### config.mk
export PLATFORM = sky130hd
export DESIGN_NAME = input_vec_loader
export DESIGN_NICKNAME = d
export VERILOG_FILES = /design/src/rtl/nn_pkg.sv /design/src/rtl/input_vec_loader_pix_packer.sv /design/src/rtl/input_vec_loader.sv
export SDC_FILE = /design/constraint.sdc
export NUM_CORES = 1
export LEC_CHECK = 0
export ABC_AREA = 1
export CORE_ASPECT_RATIO = 1.4
export CORE_MARGIN = 2
export CORE_UTILIZATION = 35
export CTS_CLUSTER_SIZE = 20
export DETAILED_ROUTE_END_ITERATION = 8
export SLEW_MARGIN = 15
export SYNTH_ARGS = -nofsm -noshare
export SYNTH_HDL_FRONTEND = slang
export SYNTH_HIERARCHICAL = 1
export SYNTH_SLANG_ARGS = --single-unit
### constraint.sdc
create_clock -name clk -period 4.8 [get_ports clk]
set_input_delay 0.96 -clock clk [delete_from_list [all_inputs] [get_ports clk]]
set_output_delay 0.96 -clock clk [all_outputs]
set_load 0.02 [all_outputs]
### src/rtl/nn_pkg.sv
`default_nettype none
//==============================================================================
// Module      : nn_pkg
// Description : Shared constants and the loader state encoding for the input
//               vector loader and its pixel packer.
// Revision    : 1.0 - initial release
//==============================================================================
package nn_pkg;

    localparam int PIX_W   = 16;
    localparam int NUM_PIX = 10;

    // Loader sequencer states
    typedef enum logic [2:0] {
        IDLE   = 3'd0,
        FILL   = 3'd1,
        WRITE  = 3'd2,
        SETTLE = 3'd3,
        START  = 3'd4,
        RUN    = 3'd5,
        DONE   = 3'd6
    } state_t;

    // A run is in progress in every state other than IDLE and DONE.
    function automatic logic is_busy(input state_t s);
        return (s != IDLE) && (s != DONE);
    endfunction

endpackage : nn_pkg
`default_nettype wire

### src/rtl/input_vec_loader_pix_packer.sv
`default_nettype none
//==============================================================================
// Module      : pix_packer
// Description : Lane counter plus insert register. Each accepted pixel is
//               written into the slice selected by the lane counter; word_full
//               flags the acceptance of the last lane.
// Revision    : 1.0 - initial release
//==============================================================================
module pix_packer #(
    parameter int PIX_W   = 16,
    parameter int NUM_PIX = 10
) (
    input  logic                     clk,
    input  logic                     rst,
    input  logic                     clear,
    input  logic                     pix_ready,
    input  logic                     pix_valid,
    input  logic [PIX_W-1:0]         pix_data,
    output logic [NUM_PIX*PIX_W-1:0] word_data,
    output logic                     word_full
);

    localparam int LANE_W = (NUM_PIX > 1) ? $clog2(NUM_PIX) : 1;
    localparam logic [LANE_W-1:0] c_last_lane = LANE_W'(NUM_PIX - 1);

    logic [LANE_W-1:0]        r_lane;
    logic [NUM_PIX*PIX_W-1:0] r_data;
    logic                     w_accept;

    assign w_accept  = pix_valid & pix_ready;
    assign word_full = w_accept && (r_lane == c_last_lane);
    assign word_data = r_data;

    // Lane counter: restarts on a new run and after the last lane is taken.
    always_ff @(posedge clk) begin
        if (rst || clear) begin
            r_lane <= '0;
        end else if (w_accept) begin
            if (r_lane == c_last_lane) begin
                r_lane <= '0;
            end else begin
                r_lane <= r_lane + 1'b1;
            end
        end
    end

    // Word register: only the addressed lane changes, so the word stays stable
    // between fills and is consumed by the SRAM during WRITE.
    always_ff @(posedge clk) begin
        if (rst) begin
            r_data <= '0;
        end else if (w_accept) begin
            r_data[int'(r_lane)*PIX_W +: PIX_W] <= pix_data;
        end
    end

endmodule : pix_packer
`default_nettype wire

### src/rtl/input_vec_loader.sv
`default_nettype none
//==============================================================================
// Module      : input_vec_loader
// Description : Collects a serial pixel stream into 10-lane SRAM words, writes
//               each word, waits for SRAM read latency, then starts the compute
//               core and waits for it before loading the next vector.
// Revision    : 1.0 - initial release
//==============================================================================
module input_vec_loader #(
    parameter int PIX_W      = nn_pkg::PIX_W,
    parameter int NUM_PIX    = nn_pkg::NUM_PIX,
    parameter int NUM_VEC    = 100,
    parameter int VEC_W      = 7,
    parameter int SETTLE_CYC = 2
) (
    input  logic                     clk,
    input  logic                     rst,
    input  logic                     go,
    input  logic                     pix_valid,
    input  logic [PIX_W-1:0]         pix_data,
    output logic                     pix_ready,
    output logic                     sram_we,
    output logic [NUM_PIX*PIX_W-1:0] sram_data,
    output logic                     nn_start,
    input  logic                     nn_done,
    output logic [VEC_W-1:0]         vec_idx,
    output logic                     busy,
    output logic                     all_done
);

    import nn_pkg::*;

    localparam int CNT_W = (SETTLE_CYC > 1) ? $clog2(SETTLE_CYC) : 1;
    localparam logic [CNT_W-1:0] c_settle_last = CNT_W'(SETTLE_CYC - 1);
    localparam logic [VEC_W-1:0] c_vec_last    = VEC_W'(NUM_VEC - 1);

    state_t           r_state;
    state_t           w_next;
    logic [CNT_W-1:0] r_settle_cnt;
    logic [VEC_W-1:0] r_vec_idx;
    logic             r_pix_ready;
    logic             r_sram_we;
    logic             r_nn_start;
    logic             r_busy;
    logic             r_all_done;
    logic             w_word_full;
    logic             w_run_start;
    logic             w_vec_adv;

    assign pix_ready = r_pix_ready;
    assign sram_we   = r_sram_we;
    assign nn_start  = r_nn_start;
    assign vec_idx   = r_vec_idx;
    assign busy      = r_busy;
    assign all_done  = r_all_done;

    pix_packer #(
        .PIX_W   (PIX_W),
        .NUM_PIX (NUM_PIX)
    ) u_packer (
        .clk       (clk),
        .rst       (rst),
        .clear     (w_run_start),
        .pix_ready (r_pix_ready),
        .pix_valid (pix_valid),
        .pix_data  (pix_data),
        .word_data (sram_data),
        .word_full (w_word_full)
    );

    // Next-state decode; go and nn_done only matter in the states that sample them.
    always_comb begin
        w_next      = r_state;
        w_run_start = 1'b0;
        w_vec_adv   = 1'b0;
        case (r_state)
            IDLE, DONE: begin
                if (go) begin
                    w_next      = FILL;
                    w_run_start = 1'b1;
                end
            end
            FILL: begin
                if (w_word_full) w_next = WRITE;
            end
            WRITE:  w_next = SETTLE;
            SETTLE: begin
                if (r_settle_cnt == c_settle_last) w_next = START;
            end
            START:  w_next = RUN;
            RUN: begin
                if (nn_done) begin
                    if (r_vec_idx == c_vec_last) begin
                        w_next = DONE;
                    end else begin
                        w_next    = FILL;
                        w_vec_adv = 1'b1;
                    end
                end
            end
            default: w_next = IDLE;
        endcase
    end

    // State register plus outputs registered from the next state so every
    // output lines up with the state it belongs to.
    always_ff @(posedge clk) begin
        if (rst) begin
            r_state      <= IDLE;
            r_settle_cnt <= '0;
            r_vec_idx    <= '0;
            r_pix_ready  <= 1'b0;
            r_sram_we    <= 1'b0;
            r_nn_start   <= 1'b0;
            r_busy       <= 1'b0;
            r_all_done   <= 1'b0;
        end else begin
            r_state      <= w_next;
            r_settle_cnt <= (r_state == SETTLE) ? r_settle_cnt + 1'b1 : '0;
            r_pix_ready  <= (w_next == FILL);
            r_sram_we    <= (w_next == WRITE);
            r_nn_start   <= (w_next == START);
            r_busy       <= is_busy(w_next);
            r_all_done   <= (w_next == DONE);
            if (w_run_start) begin
                r_vec_idx <= '0;
            end else if (w_vec_adv) begin
                r_vec_idx <= r_vec_idx + 1'b1;
            end
        end
    end

endmodule : input_vec_loader
`default_nettype wire

# After elaboration in Yosys (flattened, before gate mapping)
# Cells that the tools add are included.
[totals] in_bits=21 wordCells=52 reg_bits=180 out_inout_bits=172
[op_classes] n_addsub=4 eq_ne=13 muxes=13 shifts=2 bitwise=2 reduce_logical=8
[op_table] op="$bwmux W160" count=1
[op_table] op="$shift A16 B33 Y160 const A" count=1
[op_table] op="$shiftx A16 B33 Y160" count=1
[op_table] op="$neg A8 Y33" count=1
[op_table] op="$pmux W3 S6" count=1
[op_table] op="$eq A3 B3 Y1 const B" count=5
[op_table] op="$mux W3" count=5
[op_table] op="$eq A3 B2 Y1 const B" count=3
[op_table] op="$add A7 B1 Y7 const B" count=1
[op_table] op="$eq A7 B7 Y1 const B" count=1
[op_table] op="$eq A3 B1 Y1 const B" count=2
[op_table] op="$reduce_or A2 Y1" count=3
[op_table] op="$mux W1" count=5
[op_table] op="$add A4 B1 Y4 const B" count=1
[op_table] op="$eq A4 B4 Y1 const B" count=1
[op_table] op="$mux W4" count=1
[op_table] op="$logic_not A3 Y1" count=1
[op_table] op="$ne A3 B3 Y1 const B" count=1
[op_table] op="$reduce_bool A3 Y1" count=1
[op_table] op="$logic_and A1 B1 Y1" count=2
[op_table] op="$add A1 B1 Y1 const B" count=1
[op_table] op="$and A1 B1 Y1" count=1
[op_table] op="$logic_or A1 B1 Y1" count=1
[op_table] op="$not A1 Y1" count=1

# Longest topological paths before layout
[depth] word_depth=6 ltp_mapped=15 mapped_depth_nobuf=12

# Modules after synthesis
# Netlist, hierarchy kept.
[by_module_without_submodules] mod="pix_packer" seq_area_each_um2=3283.1 cells_per_inst=1055 area_each_um2=7241.9 n_inst=1
[by_module_without_submodules] mod="input_vec_loader" seq_area_each_um2=320.3 cells_per_inst=122 area_each_um2=803.3 n_inst=1

# Worst setup path after synthesis
# OpenSTA, ideal clock, no wires.
[synth_timing] path_type="register to register" from="register u_packer.r_lane[0]" to="register u_packer.r_data[10], in the netlist u_packer/word_data[10]" path_buffers=5 setup_time_ps=115 synth_period_minus_slack_ps=2540 slack_ps=2260 arrival_time_ps=2425 required_ps=4685 path_stages_with_launch=14 cell_sequence="dfxtp_1 buf_2 inv_1 buf_2 buf_1 ha_1 buf_2 nor2_1 nand2_1 nor2_1 buf_2 nand3_1 nand2_1 nor2_1"
[synth_between] elab_chain_len=3 elab_cells_between_ends=4 classes_between="1 x add/sub; 2 x shift; 1 x mux"
[synth_rtl] item="start: declaration" line="input_vec_loader_pix_packer.sv:26" text="logic [LANE_W-1:0] r_lane;"
[synth_rtl] item="start signal: assignment" line="input_vec_loader_pix_packer.sv:42" text="r_lane <= r_lane + 1'b1;"
[synth_rtl] item="$neg A8 Y33 *" line="input_vec_loader_pix_packer.sv:53" text="r_data[int'(r_lane)*PIX_W +: PIX_W] <= pix_data;"
[synth_rtl] item="$shiftx A16 B33 Y160 / $shift A16 B33 Y160 (equally long branches)" line="input_vec_loader_pix_packer.sv:53"
[synth_rtl] item="$bwmux W160 *" line="input_vec_loader_pix_packer.sv:53"
[synth_rtl] item="end signal: indexed assignment" line="input_vec_loader_pix_packer.sv:53"
[synth_rtl] item="end: declaration" line="input_vec_loader_pix_packer.sv:27" text="logic [NUM_PIX*PIX_W-1:0] r_data;"
# Every way passes the cells marked *; elsewhere a longest branch is shown, timed or not.
# A chain may end at the register's enable or synchronous reset.

# Worst setup path in the final report
[layout_timing] from="register u_packer.r_lane[0]" to="register u_packer.r_data[66], in the netlist u_packer/word_data[66]"
# The elaborated chain is that of the path after synthesis.

==> results.yml <==
power:
  pwr_density_cell_mw_per_mm2: 306
  power.leakage_nw: 4.05
  total_power_mw: 3.27
  ir_drop_mv: 0.218
sta:
  finalSetupViolations: 0
  final_hold_viol_count: 0
  min_period_ns: 3.40
  finalMaxSlewViolations: 0
  clock_skew_ns: 0.0126
  finalCritPeriodShare_pct: 70.9
  fmax_mhz: 294
  rsz0062_at_grt: "false"
  max_slew_margin_pct: 28.6
  timing.hold.ws_ns: 0.467
  worst_pin_slew_ns: 1.07
  tns_ns: 0
floorplan:
  row_count: 65
  core_area_mm2: 0.0225
  die_w_um: 132
  die_h_um: 183
  start_util_pct: 35.7
  die-area_mm2: 0.0242
  io_pins: 193
critical_path:
  criticalPathCategory: "reg -> reg"
  cp-endpoint: "u_packer/word_data[66]$_SDFFE_PP0P_"
  reg2reg_depth: 8
  endpoint_kind: "flop"
  regToRegStartpoint: "u_packer/r_lane[0]$_SDFFE_PP0P_"
  crit_start: "u_packer/r_lane[0]$_SDFFE_PP0P_"
  cp_max_fo: 33
  reg2reg_slack_ns: 1.40
  r2r-end: "u_packer/word_data[66]$_SDFFE_PP0P_"
  worstPathRequired_ns: 5.17
  critPathLaunchType: "flop"
  critical_path_arrival_ns: 3.77
placement:
  port_buffers: 192
  hpwl_mm: 19.5
  place_area_mm2: 0.0100
  gp_congestion: 0.892
clock_network:
  path_clk_slew_ns: 0.07
  cts_buffers: 17
  cts_tree: "done"
  post_cts_buffers: 0
  cts_resized: 0
  cts_root_buf: "clkbuf_16"
  clockBufferDepth: 2
  postCtsHoldBufs: 0
  insertion_delay_ns: 0.44
  cts_num_sinks: 180
  htree_levels: 4
global_route:
  grt_pass1_vias: 7588
  grt_pass1_wl_mm: 41.0
  antenna_found_initial: 0
  grt.total_usage_pct: 21.5
  grt_overflow_total: 0
  grt_max_degree: 67
routing:
  drt_pass1_iterations: 5
  routed-via-count: 8105
  wl_per_cell_um: 16.2
  vias_per_cell: 4.95
  drc_errors: 0
  ant_nets: 0
  drtIter0Drc: 695
  drt-total-wl_mm: 26.5
layout:
  drive_gt1_share_pct: 6.20
  fin_area_mm2: 0.0107
  fill_cells: 2367
  n_antenna_cell: 0
  fin_nets: 1352
  areaGrowthSynthToFinish_pct: 32.9
logic_synthesis:
  synthSimpleGateAreaFrac_pct: 39.6
  synth_nets: 1204
  ys_top_cells_by_area: "dfxtp_1 45%, nand2_1 13%, nor2_1 12%"
  synth_top_area_share_pct: 44.8
  synth_fa_ha_area_share_pct: 0.933
  ys_ff_latch: 180
  ys_warn_count: 6
  synth.avg_cell_area_um2: 6.84
  ys_seq_area_share_pct: 44.8
  yosysTopAreaCell: "dfxtp_1"
  synth_mux_area_share_pct: 0
  syn_area_mm2: 0.00805
  synth_top_family_by_area: "simple AND/OR/NAND/NOR gates"
  synth_xor_area_share_pct: 0.327
  synth_compound_area_share_pct: 6.97
  synthCells: 1177
  ys_types: 29
worst_hold_path:
  hp-class: "reg -> reg"
run_status:
  outcome: "completed"
job:
  maxCapViolCount: 0
## routing by layer
layer	track usage (%)	routed length, um	share of wire, %
met5	0	0	0
met4	10.8	1170	4.4
met3	4.81	1670	6.3
met2	39.0	13600	51
met1	23.6	10100	38
## area by class of cell
| cell class | count | area, um2 | area share (%) |
|---|---|---|---|
| tap | 301 | 377 | 3.52 |
| sequential | 180 | 3600 | 33.7 |
| multi-input combinational | 864 | 3870 | 36.2 |
| timing repair buffer | 201 | 1980 | 18.6 |
| inverter | 61 | 231 | 2.17 |
| clock buffer | 22 | 484 | 4.53 |
| clock inverter | 10 | 143 | 1.33 |
## worst max-delay path: stages (launching register included)
cell     delay [ns]
dfxtp_1        0.57
inv_1          0.11
ha_1           0.53
buf_4          0.30
inv_1          0.78
nand4_1        0.39
nor2_4         0.44
nor2_1         0.08
nor2_1         0.11
## cell usage after synthesis, drive strengths merged
| cell type | instances |
|---|---|
| inv | 61 |
| dfxtp | 180 |
| o21ai | 37 |
| nand2 | 291 |
| nor3 | 33 |
| clkbuf | 28 |
| nor2 | 278 |
| nor3b | 1 |
| or2 | 1 |
| buf | 44 |
| a21oi | 75 |
| or3 | 1 |
| xor2 | 3 |
| ha | 6 |
| nand3 | 114 |
| nand4 | 24 |
## cells in the final DEF (no fill, tap or decap), types with 2 or more instances in the layout
master / instances
a21oi_1: 75
buf_4: 9
bufinv_16: 3
clkbuf_16: 17
clkbuf_8: 4
clkdlybuf4s50_1: 191
clkinv_2: 2
dfxtp_1: 180
ha_1: 6
inv_1: 46
inv_2: 14
inv_6: 3
nand2_1: 283
nand2_2: 5
nand2_4: 3
nand3_1: 112
nand3_2: 2
nand4_1: 23
nor2_1: 265
nor2_2: 4
nor2_4: 7
nor2_8: 2
nor3_1: 33
o21ai_0: 35
xor2_1: 3
## sequential cells by signal, indices dropped and copies added, names as in the netlist
name and flops:
all_done 1, busy 1, nn_start 1, pix_ready 1
r_settle_cnt 1, r_state 3, sram_we 1, u_packer/r_lane 4
u_packer/word_data 160, vec_idx 7
## where the power goes
part           leakage (nW)  switching, mW  total, mW  internal, mW
logic                  2.29          0.182      0.265        0.0829
registers              1.45         0.0108       1.52          1.51
clock network         0.308          0.608       1.49         0.880
total                  4.05          0.801       3.27          2.47
## cell families (layout without fill, tap and decap cells)
| kind of cell | count (synthesis) | in the layout |
|---|---|---|
| simple gates | 743 | 743 |
| flops | 180 | 180 |
| buf+inv | 133 | 294 |
| compound gates | 112 | 112 |
| fa+ha+maj | 6 | 6 |
| xor+xnor | 3 | 3 |
## how the worst min path moves through the flow
stage                                             start                                   to  slack [ns]  cells past startpoint
floorplan                       r_settle_cnt$_SDFF_PP0_              r_settle_cnt$_SDFF_PP0_        0.44                      1
global placement    u_packer/word_data[84]$_SDFFE_PP0P_  u_packer/word_data[84]$_SDFFE_PP0P_        0.45                      2
detailed placement  u_packer/word_data[83]$_SDFFE_PP0P_  u_packer/word_data[83]$_SDFFE_PP0P_        0.46                      2
CTS                 u_packer/word_data[83]$_SDFFE_PP0P_  u_packer/word_data[83]$_SDFFE_PP0P_        0.47                      2
global route        u_packer/word_data[94]$_SDFFE_PP0P_  u_packer/word_data[94]$_SDFFE_PP0P_        0.49                      2
finish              u_packer/word_data[83]$_SDFFE_PP0P_  u_packer/word_data[83]$_SDFFE_PP0P_        0.47                      2
## stage by stage
stage	setup slack (ns)	instances	util, %
final	1.40	1639	47.4
after global routing	1.05	1639	47.4
after CTS	1.41	1639	47.4
after detailed placement	1.43	1607	44.6
after global placement	1.44	1607	44.6
after floorplan	2.26	1177	-
Power figures use the tool's default switching activity.
